===== config.mk =====
export PLATFORM = sky130hd
export DESIGN_NAME = uart_rx
export DESIGN_NICKNAME = d
export VERILOG_FILES = /design/src/rtl/uart_pkg.sv /design/src/rtl/uart_rx_bit_sampler.sv /design/src/rtl/uart_rx.sv
export SDC_FILE = /design/constraint.sdc
export NUM_CORES = 1
export LEC_CHECK = 0
export BUFFER_PORTS_ARGS = -buffer_cell sky130_fd_sc_hd__buf_2
export CAP_MARGIN = 10
export CORE_ASPECT_RATIO = 0.7
export CORE_MARGIN = 8
export CORE_UTILIZATION = 62
export DETAILED_ROUTE_END_ITERATION = 6
export GPL_TIMING_DRIVEN = 1
export PLACE_DENSITY = 0.89
export SYNTH_ARGS = -nofsm -noshare
export SYNTH_HDL_FRONTEND = slang
export SYNTH_SLANG_ARGS = --single-unit

===== constraint.sdc =====
create_clock -name CLK -period 4.8 [get_ports CLK]
set_input_delay 0 -clock CLK [delete_from_list [all_inputs] [get_ports CLK]]
set_output_delay 0 -clock CLK [all_outputs]
set_load 0.02 [all_outputs]

===== src/rtl/uart_pkg.sv =====
// -----------------------------------------------------------------------------
// uart_pkg
// Shared UART definitions: receiver FSM state encoding, parity type
// constants and the parity helper that the TX parity logic also uses.
// -----------------------------------------------------------------------------
package uart_pkg;

    typedef enum logic [2:0] {
        IDLE   = 3'd0,
        START  = 3'd1,
        DATA   = 3'd2,
        PARITY = 3'd3,
        STOP   = 3'd4
    } uart_state_t;

    localparam logic PAR_EVEN = 1'b0;
    localparam logic PAR_ODD  = 1'b1;

    // Widest data word the parity helper accepts. Callers zero-extend their
    // word to this width; zero padding does not change an XOR reduction.
    localparam int PARITY_MAX_WIDTH = 32;

    // Even: parity bit = ^data. Odd: parity bit = ~^data.
    function automatic logic calc_parity(input logic [PARITY_MAX_WIDTH-1:0] data,
                                         input logic                        typ);
        logic result;
        case (typ)
            PAR_EVEN: result = ^data;
            PAR_ODD:  result = ~^data;
            default:  result = ^data;
        endcase
        return result;
    endfunction

endpackage


===== src/rtl/uart_rx_bit_sampler.sv =====
// -----------------------------------------------------------------------------
// uart_rx_bit_sampler
// Per-bit timing for the UART receiver: edge counter (0..PRESCALE-1),
// three-point mid-bit capture and 2-of-3 majority vote.
//
// Ports:
//   CLK, RST     clock, synchronous active-high reset
//   rx_s         synchronised serial line
//   count_en     advance the edge counter this cycle (else it is held at 0)
//   clear        force the edge counter back to 0 (start-bit glitch abort)
//   sample_done  strobe: sample_bit holds the voted value of the current bit
//   sample_bit   2-of-3 majority of the three mid-bit samples
//   bit_end      strobe: last clock of the current bit (edge_cnt = PRESCALE-1)
// -----------------------------------------------------------------------------
module uart_rx_bit_sampler #(
    parameter int PRESCALE = 8
) (
    input  logic CLK,
    input  logic RST,
    input  logic rx_s,
    input  logic count_en,
    input  logic clear,
    output logic sample_done,
    output logic sample_bit,
    output logic bit_end
);

    localparam int CNT_W = (PRESCALE > 2) ? $clog2(PRESCALE) : 1;
    localparam logic [CNT_W-1:0] CNT_LAST = CNT_W'(PRESCALE - 1);
    localparam logic [CNT_W-1:0] CNT_CAP2 = CNT_W'(PRESCALE / 2 + 1);

    logic [CNT_W-1:0] edge_cnt_reg;
    logic [1:0]       early_sample_reg;

    always_ff @(posedge CLK) begin
        if (RST) begin
            edge_cnt_reg <= '0;
        end else if (clear || !count_en) begin
            edge_cnt_reg <= '0;
        end else if (edge_cnt_reg == CNT_LAST) begin
            edge_cnt_reg <= '0;
        end else begin
            edge_cnt_reg <= edge_cnt_reg + 1'b1;
        end
    end

    // The first two samples are registered at PRESCALE/2-1 and PRESCALE/2.
    // The third one (PRESCALE/2+1) is voted directly from rx_s in the cycle it
    // is taken, so the bit decision is committed on that same edge. This keeps
    // the decision inside the bit even at the minimum PRESCALE of 4.
    generate
        for (genvar gi = 0; gi < 2; gi++) begin : g_early_sample
            localparam logic [CNT_W-1:0] CNT_CAP = CNT_W'(PRESCALE / 2 - 1 + gi);
            always_ff @(posedge CLK) begin
                if (RST) begin
                    early_sample_reg[gi] <= 1'b1;
                end else if (count_en && (edge_cnt_reg == CNT_CAP)) begin
                    early_sample_reg[gi] <= rx_s;
                end
            end
        end
    endgenerate

    assign sample_done = count_en && (edge_cnt_reg == CNT_CAP2);
    assign sample_bit  = (early_sample_reg[0] & early_sample_reg[1]) |
                         (early_sample_reg[0] & rx_s) |
                         (early_sample_reg[1] & rx_s);
    assign bit_end     = count_en && (edge_cnt_reg == CNT_LAST);

endmodule


===== src/rtl/uart_rx.sv =====
// -----------------------------------------------------------------------------
// uart_rx
// UART serial receiver. Frame: start(0), DATA_WIDTH data bits LSB first,
// optional parity bit, stop(1). PRESCALE clocks per bit, same clock as TX.
//
// Ports:
//   CLK         clock
//   RST         synchronous active-high reset
//   RX_IN       serial line, idles high
//   PAR_EN      1 = frame carries a parity bit (latched at start of data)
//   PAR_TYP     0 = even, 1 = odd (latched at start of data)
//   P_DATA      last correctly received word
//   Data_Valid  one-cycle pulse on a good frame
//   PAR_ERR     one-cycle pulse at end of frame on parity mismatch
//   STP_ERR     one-cycle pulse at end of frame when stop bit sampled 0
// -----------------------------------------------------------------------------
module uart_rx
    import uart_pkg::*;
#(
    parameter int DATA_WIDTH = 8,
    parameter int PRESCALE   = 8
) (
    input  logic                  CLK,
    input  logic                  RST,
    input  logic                  RX_IN,
    input  logic                  PAR_EN,
    input  logic                  PAR_TYP,
    output logic [DATA_WIDTH-1:0] P_DATA,
    output logic                  Data_Valid,
    output logic                  PAR_ERR,
    output logic                  STP_ERR
);

    localparam int BCNT_W = $clog2(DATA_WIDTH + 1);

    // Two-flop synchroniser, resets to the idle line level.
    logic [1:0] sync_reg;
    logic       rx_s;

    uart_state_t           state_reg, state_next;
    logic [BCNT_W-1:0]     bit_cnt_reg, bit_cnt_next;
    logic [DATA_WIDTH-1:0] shift_reg, shift_next;
    logic                  par_en_reg, par_en_next;
    logic                  par_typ_reg, par_typ_next;
    logic                  par_err_flag_reg, par_err_flag_next;
    logic                  stp_err_flag_reg, stp_err_flag_next;
    logic [DATA_WIDTH-1:0] p_data_reg, p_data_next;
    logic                  data_valid_reg, data_valid_next;
    logic                  par_err_reg, par_err_next;
    logic                  stp_err_reg, stp_err_next;

    logic                  count_en;
    logic                  clear;
    logic                  sample_done;
    logic                  sample_bit;
    logic                  bit_end;
    logic [PARITY_MAX_WIDTH-1:0] par_word;

    always_ff @(posedge CLK) begin
        if (RST) begin
            sync_reg <= 2'b11;
        end else begin
            sync_reg <= {sync_reg[0], RX_IN};
        end
    end

    assign rx_s = sync_reg[1];

    // The counter runs throughout a frame, and also in the IDLE cycle that
    // first sees the line low: that cycle is edge 0 of the start bit.
    assign count_en = (state_reg != IDLE) || !rx_s;

    uart_rx_bit_sampler #(
        .PRESCALE(PRESCALE)
    ) u_bit_sampler (
        .CLK        (CLK),
        .RST        (RST),
        .rx_s       (rx_s),
        .count_en   (count_en),
        .clear      (clear),
        .sample_done(sample_done),
        .sample_bit (sample_bit),
        .bit_end    (bit_end)
    );

    always_comb begin
        par_word                 = '0;
        par_word[DATA_WIDTH-1:0] = shift_reg;
    end

    always_ff @(posedge CLK) begin
        if (RST) begin
            state_reg        <= IDLE;
            bit_cnt_reg      <= '0;
            shift_reg        <= '0;
            par_en_reg       <= 1'b0;
            par_typ_reg      <= 1'b0;
            par_err_flag_reg <= 1'b0;
            stp_err_flag_reg <= 1'b0;
            p_data_reg       <= '0;
            data_valid_reg   <= 1'b0;
            par_err_reg      <= 1'b0;
            stp_err_reg      <= 1'b0;
        end else begin
            state_reg        <= state_next;
            bit_cnt_reg      <= bit_cnt_next;
            shift_reg        <= shift_next;
            par_en_reg       <= par_en_next;
            par_typ_reg      <= par_typ_next;
            par_err_flag_reg <= par_err_flag_next;
            stp_err_flag_reg <= stp_err_flag_next;
            p_data_reg       <= p_data_next;
            data_valid_reg   <= data_valid_next;
            par_err_reg      <= par_err_next;
            stp_err_reg      <= stp_err_next;
        end
    end

    always_comb begin
        state_next        = state_reg;
        bit_cnt_next      = bit_cnt_reg;
        shift_next        = shift_reg;
        par_en_next       = par_en_reg;
        par_typ_next      = par_typ_reg;
        par_err_flag_next = par_err_flag_reg;
        stp_err_flag_next = stp_err_flag_reg;
        p_data_next       = p_data_reg;
        data_valid_next   = 1'b0;
        par_err_next      = 1'b0;
        stp_err_next      = 1'b0;
        clear             = 1'b0;

        case (state_reg)
            IDLE: begin
                if (!rx_s) begin
                    state_next = START;
                end
            end

            START: begin
                if (sample_done && sample_bit) begin
                    // Line was back high at mid-bit: a glitch, not a start bit.
                    state_next = IDLE;
                    clear      = 1'b1;
                end else if (bit_end) begin
                    state_next        = DATA;
                    bit_cnt_next      = '0;
                    par_en_next       = PAR_EN;
                    par_typ_next      = PAR_TYP;
                    par_err_flag_next = 1'b0;
                    stp_err_flag_next = 1'b0;
                end
            end

            DATA: begin
                if (sample_done) begin
                    shift_next   = {sample_bit, shift_reg[DATA_WIDTH-1:1]};
                    bit_cnt_next = bit_cnt_reg + 1'b1;
                end
                if (bit_end && (bit_cnt_next == BCNT_W'(DATA_WIDTH))) begin
                    state_next   = par_en_reg ? PARITY : STOP;
                    bit_cnt_next = '0;
                end
            end

            PARITY: begin
                if (sample_done && (sample_bit != calc_parity(par_word, par_typ_reg))) begin
                    par_err_flag_next = 1'b1;
                end
                if (bit_end) begin
                    state_next = STOP;
                end
            end

            STOP: begin
                if (sample_done && !sample_bit) begin
                    stp_err_flag_next = 1'b1;
                end
                if (bit_end) begin
                    // The _next flags are used so a stop sample that lands on
                    // the last edge (PRESCALE = 4) still counts.
                    state_next = IDLE;
                    if (par_err_flag_next || stp_err_flag_next) begin
                        par_err_next = par_err_flag_next;
                        stp_err_next = stp_err_flag_next;
                    end else begin
                        data_valid_next = 1'b1;
                        p_data_next     = shift_reg;
                    end
                    par_err_flag_next = 1'b0;
                    stp_err_flag_next = 1'b0;
                end
            end

            default: begin
                state_next = IDLE;
            end
        endcase
    end

    assign P_DATA     = p_data_reg;
    assign Data_Valid = data_valid_reg;
    assign PAR_ERR    = par_err_reg;
    assign STP_ERR    = stp_err_reg;

endmodule


==> impl_metrics.tcl, run 1 <==
set metrics [dict create \
    met2_length_mm 1.68 \
    powerDensity_nw_per_um2 315 \
    syn_nets 203 \
    setup_ws_ns 2.47 \
    finalHoldWorstSlack_ns 0.211 \
    initial_core_util_pct 63.6 \
    end_kind "flip-flop" \
    place_hpwl_mm 2.57 \
    tns_ns 0 \
    clock_sinks 37 \
    io_buffers 15 \
    antenna_found_initial 0 \
    overflow 0 \
    irDropWorstVdd_mv 0.246 \
    dr.first_iter.drc_count 185 \
    clk_path_buf_depth 2 \
    met1_length_mm 1.70 \
    drive_gt1_share_pct 16.8 \
    synth_seq_cells 37 \
    power.leakage_nw 0.814 \
    grt_start_max_net_pins 38 \
    slew_viol_final 0 \
    relSlewSlack_pct 52.2 \
    ys_types 48 \
    finalHoldViolations 0 \
    maxCapViolations 0 \
    clock_latency_ns 0.29 \
    top_layer "met4" \
    netlist_area_um2 1750 \
    final_common_cell "dfxtp_1" \
    dpl_cell_area_um2 1810 \
    syn_inst 192 \
    top_level_ports 16 \
    gp_congestion 0.863 \
    wl_per_cell_um 15.3 \
    final_cell_mix "dfxtp_1 (37), nand2_1 (22), nor2_1 (21)" \
    viasPerCell 5.95 \
    syn_area_per_cell_um2 9.09 \
    worst_pin_slew_ns 0.715 \
    grt_pass1_wl_mm 6.32 \
    grt_pass1_vias 1358 \
    fp-row-count 16 \
    total_power_mw 0.607 \
    core_area_um2 2740 \
    worstPathArrival_ns 2.49 \
    finalCriticalPeriod_ns 2.33 \
    setup.worst_path.class "reg -> reg" \
    crit_fanout 9 \
    yosys.area_share.simple_pct 22.1 \
    route.detailed.drc 0 \
    postCtsResizedCells 0 \
    track_usage_pct 16.9 \
    antenna_left 0 \
    nets 218 \
    synth_compound_area_share_pct 15.2 \
    hp-class "in -> reg" \
    fmaxAchievable_mhz 428 \
    cts_tree "built" \
    outcome "completed" \
    ys_seq_area_share_pct 42.4 \
    h-tree-depth 2 \
    drt-total-wl_mm 3.72 \
    synthAdderAreaFrac_pct 4.87 \
    rsz0062_at_grt "no" \
    pre_cts_slack_ns 2.57 \
    die_y_um 60.4 \
    cts_buffers 5 \
    synthXorXnorAreaFrac_pct 5.02 \
    synth_top_family_by_area "simple AND/OR/NAND/NOR gates" \
    setup_viol 0 \
    met3_length_um 251 \
    die-area_um2 4800 \
    diodes 0 \
    cts-root-buf "clkbuf_8" \
    fin_area_um2 1930 \
    min_period_over_period_pct 48.6 \
    synth_mux_area_share_pct 5.73 \
    startpoint_type "flip-flop" \
    syn_to_final_growth_pct 10.4 \
    clkSlewWorstSetupHoldPaths_ns 0.07 \
    critPathRequiredTime_ns 4.96 \
    die_w_um 79.4 \
    dr.pass1.iters 4 \
    yosysWarningCount 0 \
    skew_ns 0.00593 \
    num_vias 1451 \
]
-- routing by layer --
| metal | track usage [%] | vias up |
|---|---|---|
| li1 | - | 699 |
| met1 | 21.4 | 684 |
| met2 | 26.3 | 57 |
| met3 | 4.73 | 11 |
| met4 | 8.40 | 0 |
| met5 | 0 | - |
-- through the flow --
stage | utilization [%] | cells
2_1_floorplan | - | 192
3_3_place_gp | 66.0 | 233
3_5_place_dp | 66.0 | 233
4_1_cts | 70.3 | 244
5_1_grt | 70.3 | 244
6_report | 70.3 | 244
-- cell families (layout without fill, tap and decap cells) --
family | count (synthesis) | in the layout
multiplexers | 10 | 10
adder cells (fa/ha/maj) | 7 | 7
buffers and inverters | 17 | 33
XOR/XNOR | 10 | 10
flip-flops | 37 | 37
AO/OA/AOI/OAI | 36 | 36
AND/OR/NAND/NOR | 75 | 75
-- synth_stat cells (all sizes together) --
| master | count | share of area (%) |
|---|---|---|
| o31ai | 4 | 2.3 |
| o21bai | 1 | 0.43 |
| ha | 6 | 4.3 |
| clkbuf | 6 | 1.3 |
| buf | 4 | 1.9 |
| o32ai | 1 | 0.50 |
| a31oi | 2 | 1.1 |
| a311oi | 2 | 1.0 |
| xnor2 | 7 | 3.5 |
| mux2i | 10 | 5.7 |
| or2 | 2 | 0.72 |
| o21ai | 3 | 0.86 |
| or4b | 1 | 0.57 |
| a32oi | 1 | 0.50 |
| nor3b | 2 | 0.86 |
| nand3 | 5 | 1.4 |
| inv | 7 | 1.5 |
| maj3 | 1 | 0.57 |
| a311o | 1 | 0.57 |
| nand2b | 2 | 0.72 |
| a41oi | 1 | 0.93 |
| and2 | 1 | 0.36 |
| nor4b | 2 | 1.4 |
| nor3 | 3 | 0.86 |
| a21oi | 12 | 3.4 |
| nor2 | 21 | 4.5 |
| o22ai | 1 | 0.36 |
| nor2b | 3 | 1.1 |
| a21boi | 1 | 0.43 |
| xor2 | 3 | 1.5 |
| dfxtp | 37 | 42 |
| a31o | 1 | 0.50 |
| or4 | 3 | 1.3 |
| a211oi | 1 | 0.43 |
| o21a | 2 | 0.86 |
| and3 | 1 | 0.36 |
| or3b | 1 | 0.50 |
| o31a | 2 | 1.0 |
| or3 | 3 | 1.4 |
| nor4 | 1 | 0.36 |
| nand2 | 24 | 5.7 |
-- path summary, 6_finish.rpt --
check	from	endpoint	slack, ns	cells past startpoint
worst max-delay path	u_bit_sampler.edge_cnt_reg[0]$_SDFF_PP0_	P_DATA[6]$_SDFFE_PP0P_	2.47	7
worst min-delay path	RST	P_DATA[4]$_SDFFE_PP0P_	0.21	2
worst max register to register	u_bit_sampler.edge_cnt_reg[0]$_SDFF_PP0_	P_DATA[6]$_SDFFE_PP0P_	2.47	7
worst min register to register	sync_reg[0]$_SDFF_PP1_	sync_reg[1]$_SDFF_PP1_	0.42	1
-- critical path: stages, from the launching register on --
cell and delay, ns:
dfxtp_1 0.38, ha_1 0.19, ha_1 0.32, nor2b_1 0.31, nand2_1 0.13, or3_1 0.55, mux2i_1 0.25, nor2_1 0.06
-- cell type report --
cell class / count / area, um2
clock buffer: 5 / 68.8
clock inverter: 3 / 17.5
fill: 190 / 816
inverter: 7 / 26.3
multi-input combinational: 138 / 923
sequential: 37 / 741
tap: 36 / 45.0
timing repair buffer: 18 / 105
-- repair_timing --
action,4_1_cts,5_1_grt
hold buffers,3,0
setup buffers,0,0
endpoints found under the hold margin,3,0
-- power breakdown --
| part | internal (mW) | leakage, nW | switching [mW] |
|---|---|---|---|
| sequential | 0.313 | 0.299 | 0.0113 |
| clock | 0.100 | 0.0439 | 0.111 |
| combinational | 0.0264 | 0.472 | 0.0452 |
| total | 0.439 | 0.814 | 0.168 |
(Power assumes the default switching activity.)
==> run 2, diff against run 1 <==
--- a/config.mk
+++ b/config.mk
@@ -9,10 +9,10 @@
 export CAP_MARGIN = 10
 export CORE_ASPECT_RATIO = 0.7
 export CORE_MARGIN = 8
-export CORE_UTILIZATION = 62
+export CORE_UTILIZATION = 52
 export DETAILED_ROUTE_END_ITERATION = 6
 export GPL_TIMING_DRIVEN = 1
-export PLACE_DENSITY = 0.89
+export PLACE_DENSITY = 0.8
 export SYNTH_ARGS = -nofsm -noshare
 export SYNTH_HDL_FRONTEND = slang
 export SYNTH_SLANG_ARGS = --single-unit
==> constraint.sdc (replaced) <==
create_clock -name CLK -period 2.05 [get_ports CLK]
set_input_delay 0 -clock CLK [delete_from_list [all_inputs] [get_ports CLK]]
set_output_delay 0 -clock CLK [all_outputs]
set_load 0.02 [all_outputs]
==> impl_metrics.tcl, run 2 (same netlist as run 1, synthesis figures left out) <==
set metrics [dict create \
    clkSlewWorstSetupHoldPaths_ns 0.07 \
    finalNonFillerCells 257 \
    worst_pin_slew_ns 0.653 \
    gp_congestion 0.889 \
    setup.worst_path.class "reg -> reg" \
    nets 229 \
    place_hpwl_mm 2.66 \
    clock_sinks 37 \
    die_y_um 64.5 \
    tns_ns 0 \
    clk_path_buf_depth 2 \
    diodes 0 \
    cts-root-buf "clkbuf_8" \
    clock_latency_ns 0.30 \
    final_cell_mix "dfxtp_1 (37), nand2_1 (22), nor2_1 (20)" \
    antenna_left 0 \
    drt-total-wl_mm 3.83 \
    fin_area_um2 2070 \
    die-area_um2 5500 \
    setup_viol 0 \
    track_usage_pct 14.2 \
    finalCriticalPeriod_ns 1.97 \
    antenna_found_initial 0 \
    worstPathArrival_ns 2.19 \
    grt_start_max_net_pins 38 \
    crit_fanout 5 \
    cts_buffers 5 \
    rsz0062_at_grt "no" \
    wl_per_cell_um 14.9 \
    end_kind "flip-flop" \
    fmaxAchievable_mhz 507 \
    h-tree-depth 2 \
    critPathRequiredTime_ns 2.26 \
    dr.first_iter.drc_count 91 \
    initial_core_util_pct 55.1 \
    slew_viol_final 0 \
    viasPerCell 5.67 \
    overflow 0 \
    power.leakage_nw 0.896 \
    skew_ns 0.00779 \
    syn_to_final_growth_pct 18.5 \
    grt_pass1_vias 1264 \
    core_area_um2 3170 \
    fp-row-count 17 \
    drive_gt1_share_pct 22.4 \
    total_power_mw 1.64 \
    cts_tree "built" \
    hp-class "in -> reg" \
    outcome "completed" \
    irDropWorstVdd_mv 0.449 \
    maxCapViolations 0 \
    startpoint_type "flip-flop" \
    dr.pass1.iters 4 \
    min_period_over_period_pct 96.2 \
    final_common_cell "dfxtp_1" \
    io_buffers 15 \
    dpl_cell_area_um2 1900 \
    nFillCells 258 \
    powerDensity_nw_per_um2 793 \
    grt_pass1_wl_mm 6.11 \
    top_level_ports 16 \
    die_w_um 85.2 \
    finish.utilization_pct 65.3 \
    num_vias 1458 \
    relSlewSlack_pct 56.5 \
    route.detailed.drc 0 \
    finalHoldViolations 0 \
    place_inst 246 \
]
run 2: where the power goes:
group | total (mW) | internal, mW | switching [mW]
registers | 0.748 | 0.733 | 0.0154
logic | 0.222 | 0.0933 | 0.128
clock network | 0.670 | 0.395 | 0.275
total | 1.64 | 1.22 | 0.418
run 2: cell type report:
cell class / count / area, um2 / share of cell area [%]
Clock inverter: 2 / 37.5 / 1.81
Timing Repair Buffer: 29 / 188 / 9.07
Inverter: 7 / 26.3 / 1.27
Sequential cell: 37 / 741 / 35.8
Tap cell: 38 / 47.5 / 2.30
Clock buffer: 6 / 82.6 / 3.99
Multi-Input combinational cell: 138 / 946 / 45.7
run 2: worst paths after layout:
kind,startpoint,endpoint,slack [ns],cells past startpoint
setup / recovery,sync_reg[1]$_SDFF_PP1_,state_reg[0]$_SDFFE_PP0P_,0.08,5
hold / removal,RST,P_DATA[1]$_SDFFE_PP0P_,0.21,2
setup reg to reg,sync_reg[1]$_SDFF_PP1_,state_reg[0]$_SDFFE_PP0P_,0.08,5
hold reg to reg,sync_reg[0]$_SDFF_PP1_,sync_reg[1]$_SDFF_PP1_,0.41,1
run 2: critical path: stages, from the launching register on:
cell and delay, ns:
dfxtp_1 0.45, or4b_1 0.60, nand2_4 0.12, o31ai_2 0.09
or3_4 0.41, o31ai_2 0.22
run 2: repair_timing:
action,in CTS,in global routing
buffers inserted,0,0
gates resized for setup,2,2
hold buffers,3,0
hold endpoints to repair,3,0
endpoints found under the setup margin,8,6
run 2: metrics by stage:
| step | hold WS, ns | worst slack [ns] |
|---|---|---|
| 4_1_cts | 0.204 | 0.0378 |
| 6_report | 0.207 | 0.0776 |
| 5_1_grt | 0.227 | 0.00305 |
| 3_5_place_dp | 0.184 | -0.0833 |
| 2_1_floorplan | 0.104 | 0.0296 |
| 3_3_place_gp | 0.182 | 0.0329 |
run 2: layer usage:
metal  track usage [%]  share of wire, %  up-vias
met5                 0                 0        -
met4              6.40               1.5        0
met3              5.53               8.2        7
met2              19.0                42       51
met1              19.4                48      683
li1                  -                 -      717
==> run 3, diff against run 2 <==
--- a/config.mk
+++ b/config.mk
@@ -9,10 +9,10 @@
 export CAP_MARGIN = 10
 export CORE_ASPECT_RATIO = 0.7
 export CORE_MARGIN = 8
-export CORE_UTILIZATION = 52
+export CORE_UTILIZATION = 58
 export DETAILED_ROUTE_END_ITERATION = 6
 export GPL_TIMING_DRIVEN = 1
-export PLACE_DENSITY = 0.8
+export PLACE_DENSITY = 0.74
 export SYNTH_ARGS = -nofsm -noshare
 export SYNTH_HDL_FRONTEND = slang
 export SYNTH_SLANG_ARGS = --single-unit
==> constraint.sdc (replaced) <==
create_clock -name CLK -period 2.2 [get_ports CLK]
set_input_delay 0 -clock CLK [delete_from_list [all_inputs] [get_ports CLK]]
set_output_delay 0 -clock CLK [all_outputs]
set_load 0.02 [all_outputs]
==> impl_metrics.tcl, run 3 (same netlist as run 1, synthesis figures left out) <==
set metrics [dict create \
    route.detailed.drc 0 \
    num_vias 1433 \
    final_cell_mix "dfxtp_1 (37), nand2_1 (22), nor2_1 (20)" \
    cp_top_family "simple AND/OR/NAND/NOR gates" \
    top_level_ports 16 \
    grt_pass1_vias 1317 \
    end_kind "flip-flop" \
    dr.first_iter.drc_count 132 \
    h-tree-depth 2 \
    fin_area_um2 2000 \
    r2r_start "state_reg[2]$_SDFFE_PP0P_" \
    fp-row-count 16 \
    finalNonFillerCells 251 \
    diodes 0 \
    die-area_um2 5050 \
    power.leakage_nw 0.861 \
    r2r-end "state_reg[0]$_SDFFE_PP0P_" \
    fmaxAchievable_mhz 485 \
    worst_pin_slew_ns 0.630 \
    overflow 0 \
    relSlewSlack_pct 58.0 \
    powerDensity_nw_per_um2 702 \
    slowest_stage "or4b_1" \
    finalHoldViolations 0 \
    crit_fanout 9 \
    grt_start_max_net_pins 38 \
    total_power_mw 1.40 \
    antenna_left 0 \
    die_y_um 61.9 \
    wl_per_cell_um 15.0 \
    cp_cell_sequence "or4b_1 -> nand2_4 -> o31ai_2 -> or3_4 -> o31ai_2" \
    gp_congestion 0.979 \
    cts_tree "built" \
    min_path_cells 2 \
    viasPerCell 5.71 \
    finalCriticalPeriod_ns 2.06 \
    slew_viol_final 0 \
    reg2reg_depth 5 \
    switchingPower_mw 0.365 \
    worstPathArrival_ns 2.27 \
    hp-class "in -> reg" \
    cts-root-buf "clkbuf_8" \
    die_w_um 81.6 \
    place_inst 240 \
    min_to "par_en_reg$_SDFFE_PP0P_" \
    grt_pass1_wl_mm 6.26 \
    pre_cts_slack_ns 0.0440 \
    clkPwrFrac_pct 36.9 \
    outcome "completed" \
    setup_viol 0 \
    drt-total-wl_mm 3.77 \
    place_hpwl_mm 2.67 \
    finalHoldWorstSlack_ns 0.215 \
    rsz0062_at_grt "no" \
    cpMostUsedCell "o31ai_2" \
    track_usage_pct 16.2 \
    syn_to_final_growth_pct 14.7 \
    setup_ws_ns 0.136 \
    dr.pass1.iters 4 \
    tns_ns 0 \
    combPwrFrac_pct 13.6 \
    io_buffers 15 \
    clock_latency_ns 0.29 \
    maxCapViolations 0 \
    crit_buf_inv 0 \
    antenna_found_initial 0 \
    initial_core_util_pct 61.8 \
    nets 225 \
    crit_start "state_reg[2]$_SDFFE_PP0P_" \
    postCtsSetupBuffers 0 \
    holdCritStartpoint "RST" \
    clk_path_buf_depth 2 \
    drive_gt1_share_pct 20.5 \
    clock_sinks 37 \
    critPathRequiredTime_ns 2.41 \
    reg2reg_slack_ns 0.14 \
    switching_share_pct 26.0 \
    dpl_cell_area_um2 1860 \
    slowest_delay_ns 0.74 \
    cts_buffers 5 \
    nFillCells 209 \
    power_frac_seq_pct 49.4 \
    core_area_um2 2820 \
    p_int_mw 1.04 \
    final_common_cell "dfxtp_1" \
    setup.worst_path.class "reg -> reg" \
    clkSlewWorstSetupHoldPaths_ns 0.07 \
    irDropWorstVdd_mv 0.414 \
    startpoint_type "flip-flop" \
    finish.utilization_pct 70.9 \
    skew_ns 0.00329 \
    min_period_over_period_pct 93.8 \
]
-- run 3: cell type report --
class / count / area (um2) / area share [%]
timing repair buffer: 25 / 158 / 7.87
clock buffer: 7 / 96.3 / 4.81
tap: 36 / 45.0 / 2.25
inverter: 7 / 26.3 / 1.31
clock inverter: 1 / 5.00 / 0.250
multi-input combinational: 138 / 931 / 46.5
sequential: 37 / 741 / 37.0
-- run 3: worst register-to-register path, cell delays in order (launching register included) --
cell     delay, ns
dfxtp_1       0.39
or4b_1        0.75
nand2_4       0.14
o31ai_2       0.09
or3_4         0.41
o31ai_2       0.21
-- run 3: power groups by stage --
| stage | logic (mW) | clock network, mW | registers [mW] |
|---|---|---|---|
| final | 0.191 | 0.519 | 0.695 |
| after global routing | 0.207 | 0.558 | 0.696 |
| after detailed placement | 0.182 | 0 | 0.710 |
| after CTS | 0.187 | 0.522 | 0.695 |
| after global placement | 0.174 | 0 | 0.710 |
| after floorplan | 0.130 | 0 | 0.714 |
-- run 3: timing repair --
action / 4_1_cts / 5_1_grt
resized for setup: 0 / 2
hold buffers: 3 / 0
setup endpoints to repair: 0 / 9
endpoints found under the hold margin: 3 / 0
-- run 3: per-layer routing --
| layer | vias to the layer above | routed length (um) | track usage (%) | share of wire [%] |
|---|---|---|---|---|
| met5 | - | 0 | 0 | 0 |
| li1 | 710 | - | - | - |
| met4 | 0 | 13 | 5.82 | 0.35 |
| met1 | 676 | 1810 | 20.9 | 48 |
| met3 | 2 | 262 | 4.45 | 7.0 |
| met2 | 45 | 1680 | 25.5 | 45 |
-- run 3: worst max-delay path by stage --
stage                           endpoint  cells after the start
2_1_floorplan     P_DATA[0]$_SDFFE_PP0P_                      9
3_3_place_gp      P_DATA[1]$_SDFFE_PP0P_                      7
3_5_place_dp      P_DATA[2]$_SDFFE_PP0P_                      7
4_1_cts           P_DATA[2]$_SDFFE_PP0P_                      7
5_1_grt        state_reg[0]$_SDFFE_PP0P_                      5
6_report       state_reg[0]$_SDFFE_PP0P_                      5
